<file path="config.mk">
export PLATFORM = sky130hd
export DESIGN_NAME = ex_muldiv_flat
export DESIGN_NICKNAME = d
export VERILOG_FILES = /design/src/rtl/ex_muldiv_pkg.sv /design/src/rtl/ex_muldiv_if.sv /design/src/rtl/ex_muldiv_md_step.sv /design/src/rtl/ex_muldiv.sv /design/src/flat_wrapper.sv
export SDC_FILE = /design/constraint.sdc
export NUM_CORES = 1
export LEC_CHECK = 0
export CELL_PAD_IN_SITES_DETAIL_PLACEMENT = 1
export CELL_PAD_IN_SITES_GLOBAL_PLACEMENT = 1
export CORE_ASPECT_RATIO = 0.6
export CORE_MARGIN = 1.5
export CORE_UTILIZATION = 36
export DETAILED_ROUTE_END_ITERATION = 10
export PLACE_DENSITY = 0.74
export SLEW_MARGIN = 25
export SYNTH_ARGS = -nofsm -noshare
export SYNTH_HDL_FRONTEND = slang
export SYNTH_HIERARCHICAL = 1
export SYNTH_SLANG_ARGS = --single-unit
</file>
<file path="constraint.sdc">
create_clock -name clk -period 3.75 [get_ports clk]
set_clock_uncertainty 0.1 [all_clocks]
set_input_delay 0.75 -clock clk [delete_from_list [all_inputs] [get_ports clk]]
set_output_delay 0.75 -clock clk [all_outputs]
set_load 0.02 [all_outputs]
</file>
<file path="src/rtl/ex_muldiv_pkg.sv">
// Shared definitions for the EX-stage iterative multiply/divide unit.
package ex_muldiv_pkg;

    localparam int unsigned XLEN   = 32;
    localparam int unsigned PROD_W = 2 * XLEN;
    localparam int unsigned CNT_W  = $clog2(XLEN);

    localparam logic [1:0] MD_MULT  = 2'b00;
    localparam logic [1:0] MD_MULTU = 2'b01;
    localparam logic [1:0] MD_DIV   = 2'b10;
    localparam logic [1:0] MD_DIVU  = 2'b11;

    typedef enum logic [1:0] {
        IDLE = 2'b00,
        CALC = 2'b01,
        FIX  = 2'b10
    } md_state_t;

    // Magnitude of a two's complement value when sgn is set; -2^(XLEN-1) maps to itself.
    function automatic logic [XLEN-1:0] md_abs(input logic [XLEN-1:0] x, input logic sgn);
        return sgn ? XLEN'(-x) : x;
    endfunction

endpackage

</file>
<file path="src/rtl/ex_muldiv_if.sv">
// Pipeline-side bundle of the multiply/divide unit: ID/EX controls in, HI/LO and hazard signals out.
interface ex_muldiv_if;
    import ex_muldiv_pkg::*;

    logic            Start;
    logic [1:0]      Op;
    logic [XLEN-1:0] OpA;
    logic [XLEN-1:0] OpB;
    logic            HiWr;
    logic            LoWr;
    logic [XLEN-1:0] WData;
    logic            HiLoRd;
    logic            Flush;
    logic            Busy;
    logic            Stall;
    logic            Done;
    logic            DivZero;
    logic [XLEN-1:0] Hi;
    logic [XLEN-1:0] Lo;

    modport master (
        output Start, Op, OpA, OpB, HiWr, LoWr, WData, HiLoRd, Flush,
        input  Busy, Stall, Done, DivZero, Hi, Lo
    );

    modport slave (
        input  Start, Op, OpA, OpB, HiWr, LoWr, WData, HiLoRd, Flush,
        output Busy, Stall, Done, DivZero, Hi, Lo
    );

endinterface

</file>
<file path="src/rtl/ex_muldiv_md_step.sv">
// One iteration on {acc, q}: shift-add multiply step or restoring-divide step.
module md_step
    import ex_muldiv_pkg::*;
(
    input  logic            is_div,
    input  logic [XLEN-1:0] acc,
    input  logic [XLEN-1:0] q,
    input  logic [XLEN-1:0] b,
    output logic [XLEN-1:0] acc_nxt,
    output logic [XLEN-1:0] q_nxt
);

    logic [XLEN:0] sum;
    logic [XLEN:0] shifted;
    logic [XLEN:0] diff;

    always_comb begin
        sum     = {1'b0, acc} + (q[0] ? {1'b0, b} : '0);
        shifted = {acc, q[XLEN-1]};
        diff    = shifted - {1'b0, b};
        acc_nxt = '0;
        q_nxt   = '0;
        if (is_div) begin
            // Partial remainder stays below b, so diff's top bit is a clean borrow flag.
            if (!diff[XLEN]) begin
                acc_nxt = diff[XLEN-1:0];
                q_nxt   = {q[XLEN-2:0], 1'b1};
            end else begin
                acc_nxt = shifted[XLEN-1:0];
                q_nxt   = {q[XLEN-2:0], 1'b0};
            end
        end else begin
            acc_nxt = sum[XLEN:1];
            q_nxt   = {sum[0], q[XLEN-1:1]};
        end
    end

endmodule

</file>
<file path="src/rtl/ex_muldiv.sv">
// EX-stage iterative MULT/MULTU/DIV/DIVU unit owning the architectural HI/LO registers.
module ex_muldiv
    import ex_muldiv_pkg::*;
(
    input  logic        clk,
    input  logic        rst,
    ex_muldiv_if.slave  md
);

    md_state_t         state;
    logic [XLEN-1:0]   acc;
    logic [XLEN-1:0]   q;
    logic [XLEN-1:0]   b;
    logic [CNT_W-1:0]  count;
    logic              is_div;
    logic              neg_q;
    logic              neg_r;
    logic              div_zero;

    logic [XLEN-1:0]   acc_nxt;
    logic [XLEN-1:0]   q_nxt;

    logic              op_signed;
    logic              op_div;
    logic              sgn_a;
    logic              sgn_b;
    logic [XLEN-1:0]   abs_a;
    logic [XLEN-1:0]   abs_b;

    logic [PROD_W-1:0] prod;
    logic [PROD_W-1:0] prod_fix;
    logic [XLEN-1:0]   rem_fix;
    logic [XLEN-1:0]   fix_hi;
    logic [XLEN-1:0]   fix_lo;

    md_step u_step (
        .is_div  (is_div),
        .acc     (acc),
        .q       (q),
        .b       (b),
        .acc_nxt (acc_nxt),
        .q_nxt   (q_nxt)
    );

    // Operand decode for the op being accepted this cycle.
    always_comb begin
        op_signed = (md.Op == MD_MULT) || (md.Op == MD_DIV);
        op_div    = (md.Op == MD_DIV)  || (md.Op == MD_DIVU);
        sgn_a     = op_signed & md.OpA[XLEN-1];
        sgn_b     = op_signed & md.OpB[XLEN-1];
        abs_a     = md_abs(md.OpA, sgn_a);
        abs_b     = md_abs(md.OpB, sgn_b);
    end

    // Sign correction; on divide-by-zero acc holds |OpA|, so the dividend sign restores OpA.
    always_comb begin
        prod     = {acc, q};
        prod_fix = neg_q ? PROD_W'(-prod) : prod;
        rem_fix  = neg_r ? XLEN'(-acc) : acc;
        fix_hi   = prod_fix[PROD_W-1:XLEN];
        fix_lo   = prod_fix[XLEN-1:0];
        if (is_div) begin
            fix_hi = rem_fix;
            fix_lo = div_zero ? '1 : (neg_q ? XLEN'(-q) : q);
        end
    end

    assign md.Stall = md.Busy & (md.Start | md.HiLoRd | md.HiWr | md.LoWr);

    always_ff @(posedge clk) begin
        if (rst) begin
            state      <= IDLE;
            acc        <= '0;
            q          <= '0;
            b          <= '0;
            count      <= '0;
            is_div     <= 1'b0;
            neg_q      <= 1'b0;
            neg_r      <= 1'b0;
            div_zero   <= 1'b0;
            md.Busy    <= 1'b0;
            md.Done    <= 1'b0;
            md.DivZero <= 1'b0;
            md.Hi      <= '0;
            md.Lo      <= '0;
        end else begin
            md.Done    <= 1'b0;
            md.DivZero <= 1'b0;
            if (md.Flush) begin
                // Aborted op: HI/LO untouched, no completion pulse.
                state   <= IDLE;
                md.Busy <= 1'b0;
            end else begin
                case (state)
                    IDLE: begin
                        if (md.HiWr) md.Hi <= md.WData;
                        if (md.LoWr) md.Lo <= md.WData;
                        if (md.Start) begin
                            state    <= CALC;
                            md.Busy  <= 1'b1;
                            count    <= '0;
                            acc      <= '0;
                            is_div   <= op_div;
                            neg_q    <= sgn_a ^ sgn_b;
                            neg_r    <= sgn_a;
                            div_zero <= op_div && (md.OpB == '0);
                            q        <= op_div ? abs_a : abs_b;
                            b        <= op_div ? abs_b : abs_a;
                        end
                    end
                    CALC: begin
                        acc   <= acc_nxt;
                        q     <= q_nxt;
                        count <= count + 1'b1;
                        if (count == CNT_W'(XLEN - 1)) state <= FIX;
                    end
                    FIX: begin
                        md.Hi      <= fix_hi;
                        md.Lo      <= fix_lo;
                        md.Done    <= 1'b1;
                        md.DivZero <= div_zero;
                        md.Busy    <= 1'b0;
                        state      <= IDLE;
                    end
                    default: begin
                        state   <= IDLE;
                        md.Busy <= 1'b0;
                    end
                endcase
            end
        end
    end

endmodule

</file>
<file path="src/flat_wrapper.sv">
// flat-port wrapper written by rule: the top's interface ports become plain ports
module ex_muldiv_flat import ex_muldiv_pkg::*;
  (clk, rst, md_Start, md_Op, md_OpA, md_OpB, md_HiWr, md_LoWr, md_WData, md_HiLoRd, md_Flush, md_Busy, md_Stall, md_Done, md_DivZero, md_Hi, md_Lo);
  ex_muldiv_if md_i ();
  input  logic clk;
  input  logic rst;
  input wire logic [$bits(md_i.Start)-1:0] md_Start;
  input wire logic [$bits(md_i.Op)-1:0] md_Op;
  input wire logic [$bits(md_i.OpA)-1:0] md_OpA;
  input wire logic [$bits(md_i.OpB)-1:0] md_OpB;
  input wire logic [$bits(md_i.HiWr)-1:0] md_HiWr;
  input wire logic [$bits(md_i.LoWr)-1:0] md_LoWr;
  input wire logic [$bits(md_i.WData)-1:0] md_WData;
  input wire logic [$bits(md_i.HiLoRd)-1:0] md_HiLoRd;
  input wire logic [$bits(md_i.Flush)-1:0] md_Flush;
  output wire logic [$bits(md_i.Busy)-1:0] md_Busy;
  output wire logic [$bits(md_i.Stall)-1:0] md_Stall;
  output wire logic [$bits(md_i.Done)-1:0] md_Done;
  output wire logic [$bits(md_i.DivZero)-1:0] md_DivZero;
  output wire logic [$bits(md_i.Hi)-1:0] md_Hi;
  output wire logic [$bits(md_i.Lo)-1:0] md_Lo;
  assign md_i.Start = md_Start;
  assign md_i.Op = md_Op;
  assign md_i.OpA = md_OpA;
  assign md_i.OpB = md_OpB;
  assign md_i.HiWr = md_HiWr;
  assign md_i.LoWr = md_LoWr;
  assign md_i.WData = md_WData;
  assign md_i.HiLoRd = md_HiLoRd;
  assign md_i.Flush = md_Flush;
  assign md_Busy = md_i.Busy;
  assign md_Stall = md_i.Stall;
  assign md_Done = md_i.Done;
  assign md_DivZero = md_i.DivZero;
  assign md_Hi = md_i.Hi;
  assign md_Lo = md_i.Lo;
  ex_muldiv u_core (.clk(clk), .rst(rst), .md(md_i));
endmodule
</file>
# Yosys cells after proc, flatten, opt, wreduce, memory -nomap -nowiden
# Cells that the tools add are included.
# classes
muxes	31
n_eq_ne	9
n_addsub	8
bitwise_logic	10
n_reduce_logical	16
# ops
op	n
$mux W32	17
$pmux W32 S2	4
$neg A32 Y32	4
$mux W64	1
$neg A64 Y64	1
$add A32 B33 Y33	1
$sub A33 B32 Y33	1
$logic_not A32 Y1	1
$reduce_and A3 Y1	4
$pmux W5 S2	1
$eq A2 B2 Y1 const B	3
$ne A2 B2 Y1 const B	3
$add A5 B1 Y5 const B	1
$eq A5 B5 Y1 const B	1
$mux W5	1
$logic_not A2 Y1	2
$mux W2	2
$pmux W2 S2	1
$reduce_and A2 Y1	2
$reduce_bool A2 Y1	2
$and A1 B1 Y1	3
$mux W1	3
$not A1 Y1	3
$or A1 B1 Y1	3
8 further kinds	9
# word_totals
elab_cells	88
reg_bits	174
in_bits	105

# Depth between registers and ports, before layout
# Gate-level depths: netlist (run 1).
# logic_depth
depth_word	7
ltp_mapped	16
mapped_depth_nobuf	14

# Cells and area by module
# The synthesis (run 1) kept the hierarchy.
# modules_own_cells
mod	cells_per_inst	area_per_inst_um2	n_inst	seq_area_each_um2
ex_muldiv	1476	11224.5	1	3483.3
md_step	694	4767.1	1	0.0

# Least setup slack after synthesis (run 1)
# OpenSTA, ideal clock, no wires.
# synth_path
kind	reg2reg
startpoint	reg u_core.q[0]
endpoint	reg u_core.acc[31]
setup_time_ns	0.132
required_time_ns	3.518
period_less_slack_ns	3.357
path_buffers	1
arrival_ns	3.125
path_slack_ns	0.393
path_stages_with_launch	16
cell_sequence	dfxtp_1 clkbuf_1 and2_1 ha_1 fa_1 a211oi_1 o21ai_0 o21ai_0 a2111oi_0 a211oi_1 nor3b_2 o21bai_1 a211oi_1 nor3_1 nand3_1 a21oi_1
# synth_via
elab_chain_cells	4
# synth_lines
element	line_no	source
start, declared	ex_muldiv.sv:12	logic [XLEN-1:0] q;
start signal, assigned	ex_muldiv.sv:107	q <= op_div ? abs_a : abs_b;
start signal, assigned	ex_muldiv.sv:113	q <= q_nxt;
$mux W32	ex_muldiv_md_step.sv:18	sum = {1'b0, acc} + (q[0] ? {1'b0, b} : '0);
$add A32 B33 Y33	ex_muldiv_md_step.sv:18	
$mux W32	ex_muldiv_md_step.sv:23	if (is_div) begin
via u_core.acc_nxt[31]	ex_muldiv.sv:20	logic [XLEN-1:0] acc_nxt;
$pmux W32 S2	ex_muldiv.sv:94	case (state)
end signal, assigned	ex_muldiv.sv:112	acc <= acc_nxt;
end, declared	ex_muldiv.sv:11	logic [XLEN-1:0] acc;
# The timed path passes the listed nets, and every way through them passes these cells.
# A chain may end at the register's enable or synchronous reset.

# Worst setup path after layout (run 1)
# layout_path
startpoint	reg u_core.b[1]
endpoint	reg u_core.acc[29]
# layout_via
elab_chain_cells	4
word_cells_on_any_way	6
# layout_lines
element	line_no	source
start, declared	ex_muldiv.sv:13	logic [XLEN-1:0] b;
start signal, assigned	ex_muldiv.sv:108	b <= op_div ? abs_b : abs_a;
$mux W32 or $sub A33 B32 Y33 (tied branches)	ex_muldiv_md_step.sv:18, ex_muldiv_md_step.sv:20	
$add A32 B33 Y33 or $mux W32 (tied branches)	ex_muldiv_md_step.sv:18, ex_muldiv_md_step.sv:25	
$mux W32 *	ex_muldiv_md_step.sv:23	
via u_core.acc_nxt[29]	ex_muldiv.sv:20	
$pmux W32 S2 *	ex_muldiv.sv:94	
# The timed path passes the listed nets; every way through them passes the cells marked *.

==> results of run 1 <==
-- flip-flops by register name, summed over array words and instances (netlist names) --
name and count:
u_core/b 32, u_core/acc 32, u_core/md.Lo 32, u_core/md.Busy 1
u_core/md.Done 1, u_core/neg_r 1, u_core/div_zero 1, u_core/md.Hi 32
u_core/md.DivZero 1, u_core/count 5, u_core/state 2, u_core/q 32
u_core/neg_q 1, u_core/is_div 1
-- worst max path at each step --
stage | from | to | slack (ps) | depth (start not counted)
after floorplan | u_core/q[0] | u_core/acc[31] | 390 | 15
after global placement | md_OpA[8] | u_core/q[24] | -3 | 7
after detailed placement | md_OpA[8] | u_core/q[24] | -70 | 7
after CTS | u_core/q[0] | u_core/acc[23] | 90 | 14
after global routing | u_core/q[0] | u_core/acc[31] | 10 | 14
final | u_core/b[1] | u_core/acc[29] | 110 | 14
-- critical path, delay by kind of cell, from the launching register on --
family	cells	cell delay [ps]
buf+inv	2	250
compound gates	8	1860
simple gates	2	430
flops	1	430
xor+xnor	1	150
fa+ha+maj	1	270
-- metrics by stage --
step | area (um^2) | setup TNS [ps]
after global routing | 19510 | 0
after global placement | 18820 | -3.066
final | 19510 | 0
after detailed placement | 18820 | -78.29
after CTS | 19460 | 0
after floorplan | 15990 | 0
-- metal layers --
layer,vias to the layer above,track usage (%)
li1,8391,-
met1,9418,51.40
met2,1007,44.43
met3,81,13.85
met4,2,7.246
met5,-,0
-- synth_stat cells, types with 9 or more instances --
master	count	share of area, %
nor2_1	178	4.2
a211oi_1	48	2.3
clkbuf_1	123	2.9
buf_2	14	0.44
ha_1	70	5.5
nor3_1	72	2.3
or4_1	14	0.66
a22oi_1	10	0.47
nand3_1	83	2.6
o41ai_1	22	1.2
nor4_1	28	1.1
nand4_1	26	1.0
o21a_1	18	0.85
nand2b_1	16	0.63
inv_1	66	1.5
a21oi_1	208	6.5
buf_1	10	0.23
nor2b_1	15	0.59
o21ai_0	111	3.5
mux2_2	37	2.6
or3_1	29	1.1
xnor2_1	108	5.9
o211ai_1	27	1.3
nand2_1	217	5.1
o21bai_1	9	0.42
dfxtp_1	174	22
xor2_1	42	2.3
a31oi_1	40	1.6
and2_1	36	1.4
a221oi_1	11	0.60
and3_1	20	0.78
o221ai_1	32	1.8
o22ai_1	15	0.59
a21o_1	17	0.80
mux2i_1	49	3.1
o31ai_1	26	1.2
-- cells by family after synthesis --
| kind of cell | Yosys count | synth area share (%) |
|---|---|---|
| adder cells (fa/ha/maj) | 72 | 5.727 |
| AND/OR/NAND/NOR | 786 | 25.01 |
| flip-flops | 174 | 21.78 |
| AO/OA/AOI/OAI | 676 | 27.67 |
| XOR/XNOR | 151 | 8.317 |
| buffers and inverters | 224 | 5.727 |
| multiplexers | 87 | 5.766 |
-- final cells by class --
cell class / instances / area share (%)
diodes: 2 / 0.02565
clock buffers: 17 / 2.180
clock inverters: 15 / 0.9811
inverters: 68 / 1.308
multi-input cells: 1772 / 59.80
flip-flops and latches: 174 / 17.88
well taps: 579 / 3.713
repair buffers: 306 / 14.11
-- what timing repair did --
action | in CTS | in global routing
endpoints found under the hold margin | 0 | 0
resized for setup | 0 | 10
buffers inserted | 2 | 0
setup endpoints to repair | 1 | 11
pin swaps | 1 | 2
-- power breakdown --
part / switching (mW) / internal (mW)
combinational: 1.13 / 0.707
clock: 1.03 / 0.914
sequential: 0.154 / 1.94
total: 2.32 / 3.56
==> summary.json, run 1 <==
{
  "grt_setup_unrepaired": "false",
  "synth-main-ff-cell": "dfxtp_1",
  "synth_cell_type_count": 92,
  "fin_crit_ps": 3644,
  "detailroute.via_count": 18900,
  "slew_headroom_pct": 32.16,
  "mostFrequentLayoutCell": "nand2_1",
  "whs_ps": 357.8,
  "max-cap-violations": 0,
  "number_of_enable_type_register_cells_in_the_synthesized_netlist": 0,
  "synth-seq-area-share_pct": 21.78,
  "nFillCells": 5403,
  "r2r_end": "u_core/acc[29]",
  "setup.worst_path.start_class": "register",
  "tightest_slew_ps": 1008,
  "yosys_warnings": 6,
  "critPathMaxStageDelay_ps": 440,
  "tritoncts": "yes",
  "ctsHtreeMaxLevel": 4,
  "finalSetupViolCount": 0,
  "synth_seq_cells": 174,
  "detailedRoute.firstIterationViolations": 2196,
  "via_per_inst": 6.444,
  "dr.max_layer_used": "met5",
  "portion_of_the_clock_cycle_consumed_by_the_worst_path_in_the_final_layout_pct": 97.17,
  "ios": 173,
  "route.layer.met1.wl_mm": 37.52,
  "total_area_of_multi_input_combinational_cells_um2": 11670,
  "clock_insertion_delay_worst_skew_ps": 470,
  "worst_path_max_delay_cell": "o311ai_2",
  "finish.cell_count_without_fillers": 2933,
  "wire_length_of_the_first_global_routing_pass_mm": 118.2,
  "hold_path.class": "reg2reg",
  "gr-usage-all-layers_pct": 34.24,
  "gp_congestion": 0.9719,
  "final-seq-area_um2": 3488,
  "design.die.area_um2": 45740,
  "cts.sinks": 174,
  "floorplan.initialDensity_pct": 36.72,
  "mostFrequentLayoutCells": "nand2_1 (217), a21oi_1 (206), nor2_1 (178)",
  "cts_hold_repair.buffers": 0,
  "global_route_total_overflow": 0,
  "r2r_slack_ps": 110,
  "final_critical_path_setup_slack_ps": 106.1,
  "maxSlewViolCount": 0,
  "clkTransAtPathRegs_ps": 80,
  "wire_length_after_detailed_routing_mm": 79.74,
  "launch_instance_of_the_worst_register_to_register_path": "u_core/b[1]",
  "worstPathMaxFanout": 4,
  "core_area_um2": 43550,
  "layout-area-overhead-vs-synth_pct": 22.01,
  "cts_root_buffer": "clkbuf_16",
  "grt_max_degree": 69,
  "report.power.total_mw": 5.877,
  "drtAntennaViolNets": 0,
  "post_detail_place_hpwl_mm": 62.94,
  "dpl_worst_slack_ps": -69.72,
  "drt-pass1-iter-count": 8,
  "run_status": "complete, no violations",
  "clockBufferDepth": 2,
  "wl_met2_mm": 30.26,
  "reg2reg_depth": 14,
  "sequence_of_cells_on_the_critical_path": "inv_1 -> ha_1 -> nor2b_1 -> o2111a_1 -> o21ai_0 -> o311ai_2 -> a21oi_2 -> o31ai_1 -> xor2_1 -> a211oi_1 -> buf_4 -> a21oi_1 -> nand3_1 -> a21oi_1",
  "critical_path_class": "reg2reg",
  "synth.avg_cell_area_um2": 7.369,
  "wl_met3_mm": 10.69,
  "mappedNetlistArea_um2": 15990,
  "finish.net_count": 2516,
  "synth_nets": 2347,
  "hp-start": "u_core/md.Lo[5]",
  "post_synth_inst_count": 2170,
  "grt_antenna_before_repair": 2,
  "drive_above_1_share_pct": 11.14,
  "hold_end": "u_core/md.Lo[5]",
  "vias_in_the_first_global_route": 18100,
  "max_freq_mhz": 274.4,
  "max-vdd-ir-drop_uv": 266.6,
  "worst_path_most_repeated_cell": "a21oi_1",
  "finalCoreUtilization_pct": 44.80,
  "crit_path_end_kind": "register",
  "hold_violations": 0,
  "floorplan.rows": 59,
  "critPathRequiredTime_ps": 3970,
  "die_height_um": 166.3,
  "synthArstFlopShare_pct": 0,
  "port_buffers": 172,
  "dp.cells": 2897,
  "total_leakage_power_nw": 7.379,
  "worst_hold_path.num_cells": 2,
  "remaining_drc_errors": 0,
  "power.density_nw_per_um2": 301.2,
  "detail_route.wl_per_cell_um": 27.19,
  "die-width_um": 275.1,
  "timing.critical_path.arrival_ps": 3860,
  "tritoncts.num_buffers": 17
}
Power figures use the tool's default switching activity.
==> run 2: changes to the inputs <==
Settings changed: CORE_UTILIZATION 36 to 30, PLACE_DENSITY 0.74 to 0.64, SKIP_LAST_GASP set to 1.
==> summary.json, run 2 (synthesis results as in run 1) <==
{
  "ios": {"value": 173, "change": "unchanged"},
  "finalSetupTns": {"value": 0, "unit": "ps", "change": "unchanged"},
  "global_route_total_overflow": {"value": 0, "change": "unchanged"},
  "timing.critical_path.arrival": {"value": 3880, "unit": "ps", "change": "was 3860 ps"},
  "critPathRequiredTime": {"value": 4000, "unit": "ps", "change": "was 3970 ps"},
  "detailedRoute.firstIterationViolations": {"value": 1856, "change": "was 2196"},
  "tritoncts": {"value": "yes", "change": "unchanged"},
  "mostFrequentLayoutCell": {"value": "nand2_1", "change": "unchanged"},
  "via_per_inst": {"value": 6.100, "change": "was 6.444"},
  "wire_length_after_detailed_routing": {"value": 81.62, "unit": "mm", "change": "was 79.74 mm"},
  "finalSetupViolCount": {"value": 0, "change": "unchanged"},
  "clkTransAtPathRegs": {"value": 90, "unit": "ps", "change": "was 80 ps"},
  "die_height": {"value": 181.8, "unit": "um", "change": "was 166.3 um"},
  "cts_root_buffer": {"value": "clkbuf_16", "change": "unchanged"},
  "run_status": {"value": "complete, no violations", "change": "unchanged"},
  "vias_in_the_first_global_route": {"value": 17980, "change": "was 18100"},
  "timing.critical_path.max_delay_family": {"value": "compound AO/OA/AOI/OAI gates", "change": "unchanged"},
  "crit_path_end_kind": {"value": "register", "change": "unchanged"},
  "post_detail_place_hpwl": {"value": 64.17, "unit": "mm", "change": "was 62.94 mm"},
  "cp_num_buf_inv": {"value": 4, "change": "was 2"},
  "drive_above_1_share": {"value": 11.29, "unit": "%", "change": "was 11.14%"},
  "clockBufferDepth": {"value": 2, "change": "unchanged"},
  "max-vdd-ir-drop": {"value": 360.0, "unit": "uV", "change": "was 266.6 uV"},
  "maxSlewViolCount": {"value": 0, "change": "unchanged"},
  "gr-usage-all-layers": {"value": 29.28, "unit": "%", "change": "was 34.24%"},
  "cts.sinks": {"value": 174, "change": "unchanged"},
  "postPlaceCellArea": {"value": 19060, "unit": "um^2", "change": "was 18820 um^2"},
  "wire_length_of_the_first_global_routing_pass": {"value": 120.8, "unit": "mm", "change": "was 118.2 mm"},
  "worstPathMaxFanout": {"value": 4, "change": "unchanged"},
  "grt_setup_unrepaired": {"value": "false", "change": "unchanged"},
  "tritoncts.num_buffers": {"value": 17, "change": "unchanged"},
  "sequence_of_cells_on_the_critical_path": {"value": "and2_1 -> ha_1 -> fa_1 -> a211oi_1 -> buf_4 -> o21ai_0 -> o21ai_1 -> buf_4 -> a21oi_1 -> a31oi_1 -> buf_4 -> o21ai_0 -> xnor2_1 -> buf_4 -> mux2i_1 -> nand3_1 -> a21oi_1", "change": "was inv_1 -> ha_1 -> nor2b_1 -> o2111a_1 -> o21ai_0 -> o311ai_2 -> a21oi_2 -> o31ai_1 -> xor2_1 -> a211oi_1 -> buf_4 -> a21oi_1 -> nand3_1 -> a21oi_1"},
  "grt_antenna_before_repair": {"value": 1, "change": "was 2"},
  "portion_of_the_clock_cycle_consumed_by_the_worst_path_in_the_final_layout": {"value": 96.96, "unit": "%", "change": "was 97.17%"},
  "worst_path_max_delay_cell": {"value": "fa_1", "change": "was o311ai_2"},
  "fin_crit": {"value": 3636, "unit": "ps", "change": "was 3644 ps"},
  "floorplan.rows": {"value": 65, "change": "was 59"},
  "grt_max_degree": {"value": 84, "change": "was 69"},
  "hold_path.class": {"value": "reg2reg", "change": "unchanged"},
  "ctsHtreeMaxLevel": {"value": 4, "change": "unchanged"},
  "max-cap-violations": {"value": 0, "change": "unchanged"},
  "mostFrequentLayoutCells": {"value": "nand2_1 (217), a21oi_1 (208), nor2_1 (177)", "change": "was nand2_1 (217), a21oi_1 (206), nor2_1 (178)"},
  "cts.repair_timing.setup_buffer_count": {"value": 0, "change": "was 2"},
  "detail_route.wl_per_cell": {"value": 26.67, "unit": "um", "change": "was 27.19 um"},
  "critical_path_class": {"value": "reg2reg", "change": "unchanged"},
  "detailroute.via_count": {"value": 18670, "change": "was 18900"},
  "finalCoreUtilization": {"value": 37.42, "unit": "%", "change": "was 44.80%"},
  "gp_congestion": {"value": 0.9925, "change": "was 0.9719"},
  "worst_path_most_repeated_cell": {"value": "buf_4", "change": "was a21oi_1"},
  "design.die.area": {"value": 54750, "unit": "um^2", "change": "was 45740 um^2"},
  "finish.net_count": {"value": 2520, "change": "was 2516"},
  "max_freq": {"value": 275.0, "unit": "MHz", "change": "was 274.4 MHz"},
  "drtAntennaViolNets": {"value": 0, "change": "unchanged"},
  "slew_headroom": {"value": 28.82, "unit": "%", "change": "was 32.16%"},
  "power.density": {"value": 298.7, "unit": "nW/um^2", "change": "was 301.2 nW/um^2"},
  "clock_insertion_delay_worst_skew": {"value": 480, "unit": "ps", "change": "was 470 ps"},
  "total_leakage_power": {"value": 7.397, "unit": "nW", "change": "was 7.379 nW"},
  "core_area": {"value": 52620, "unit": "um^2", "change": "was 43550 um^2"},
  "tightest_slew": {"value": 1065, "unit": "ps", "change": "was 1008 ps"},
  "layout-area-overhead-vs-synth": {"value": 23.14, "unit": "%", "change": "was 22.01%"},
  "setup.worst_path.start_class": {"value": "register", "change": "unchanged"},
  "hold_violations": {"value": 0, "change": "unchanged"},
  "critPathMaxStageDelay": {"value": 390, "unit": "ps", "change": "was 440 ps"},
  "die-width": {"value": 301.1, "unit": "um", "change": "was 275.1 um"},
  "port_buffers": {"value": 172, "change": "unchanged"},
  "post_cts_resized": {"value": 0, "change": "unchanged"},
  "floorplan.initialDensity": {"value": 30.39, "unit": "%", "change": "was 36.72%"},
  "cts_hold_repair.buffers": {"value": 0, "change": "unchanged"},
  "nFillCells": {"value": 6431, "change": "was 5403"},
  "remaining_drc_errors": {"value": 0, "change": "unchanged"},
  "drt-pass1-iter-count": {"value": 6, "change": "was 8"},
  "design_area": {"value": 19690, "unit": "um^2", "change": "was 19510 um^2"}
}
[run 2: final timing paths]
path	startpoint	to	slack, ps	depth (start not counted)
worst max-delay path	u_core/q[0]	u_core/acc[23]	110	17
worst min-delay path	u_core/md.Lo[14]	u_core/md.Lo[14]	360	2
worst max register to register	u_core/q[0]	u_core/acc[23]	110	17
worst min register to register	u_core/md.Lo[14]	u_core/md.Lo[14]	360	2
[run 2: metrics by stage]
step / setup slack [ps] / total power [mW] / hold WS (ps) / std cells
6_report: 113.8 / 5.883 / 355.0 / 3060
3_5_place_dp: 127.2 / 3.901 / 347.7 / 3027
2_1_floorplan: 392.7 / 3.102 / 326.6 / 2170
5_1_grt: 4.932 / 6.113 / 379.0 / 3059
4_1_cts: 140.1 / 5.848 / 361.1 / 3059
3_3_place_gp: 246.3 / 3.877 / 346.6 / 3027
[run 2: layout make-up]
| class | count | area [um^2] | share of cell area [%] |
|---|---|---|---|
| inverters | 68 | 255.2 | 1.296 |
| clock inverters | 15 | 181.4 | 0.9213 |
| repair buffers | 310 | 2805 | 14.24 |
| diodes | 1 | 2.502 | 0.01271 |
| multi-input cells | 1772 | 11650 | 59.18 |
| clock buffers | 17 | 425.4 | 2.160 |
| flip-flops and latches | 174 | 3490 | 17.72 |
| well taps | 703 | 879.6 | 4.467 |
[run 2: per-layer routing]
layer | track usage (%) | wire length [um] | vias to the layer above | share of wire [%]
met3 | 9.261 | 8760 | 53 | 11
li1 | - | - | 8395 | -
met5 | 0 | 0 | - | 0
met2 | 38.66 | 31220 | 833 | 38
met1 | 45.63 | 40970 | 9384 | 50
met4 | 3.980 | 671 | 0 | 0.82
[run 2: tightest hold or removal path: stages (launching register included)]
cell,delay (ps)
dfxtp_1,310
nand2_1,50
a21oi_1,50
[run 2: power by group]
| part | internal [mW] | switching (mW) |
|---|---|---|
| registers | 1.94 | 0.141 |
| clock network | 0.915 | 1.04 |
| logic | 0.702 | 1.14 |
| total | 3.55 | 2.33 |
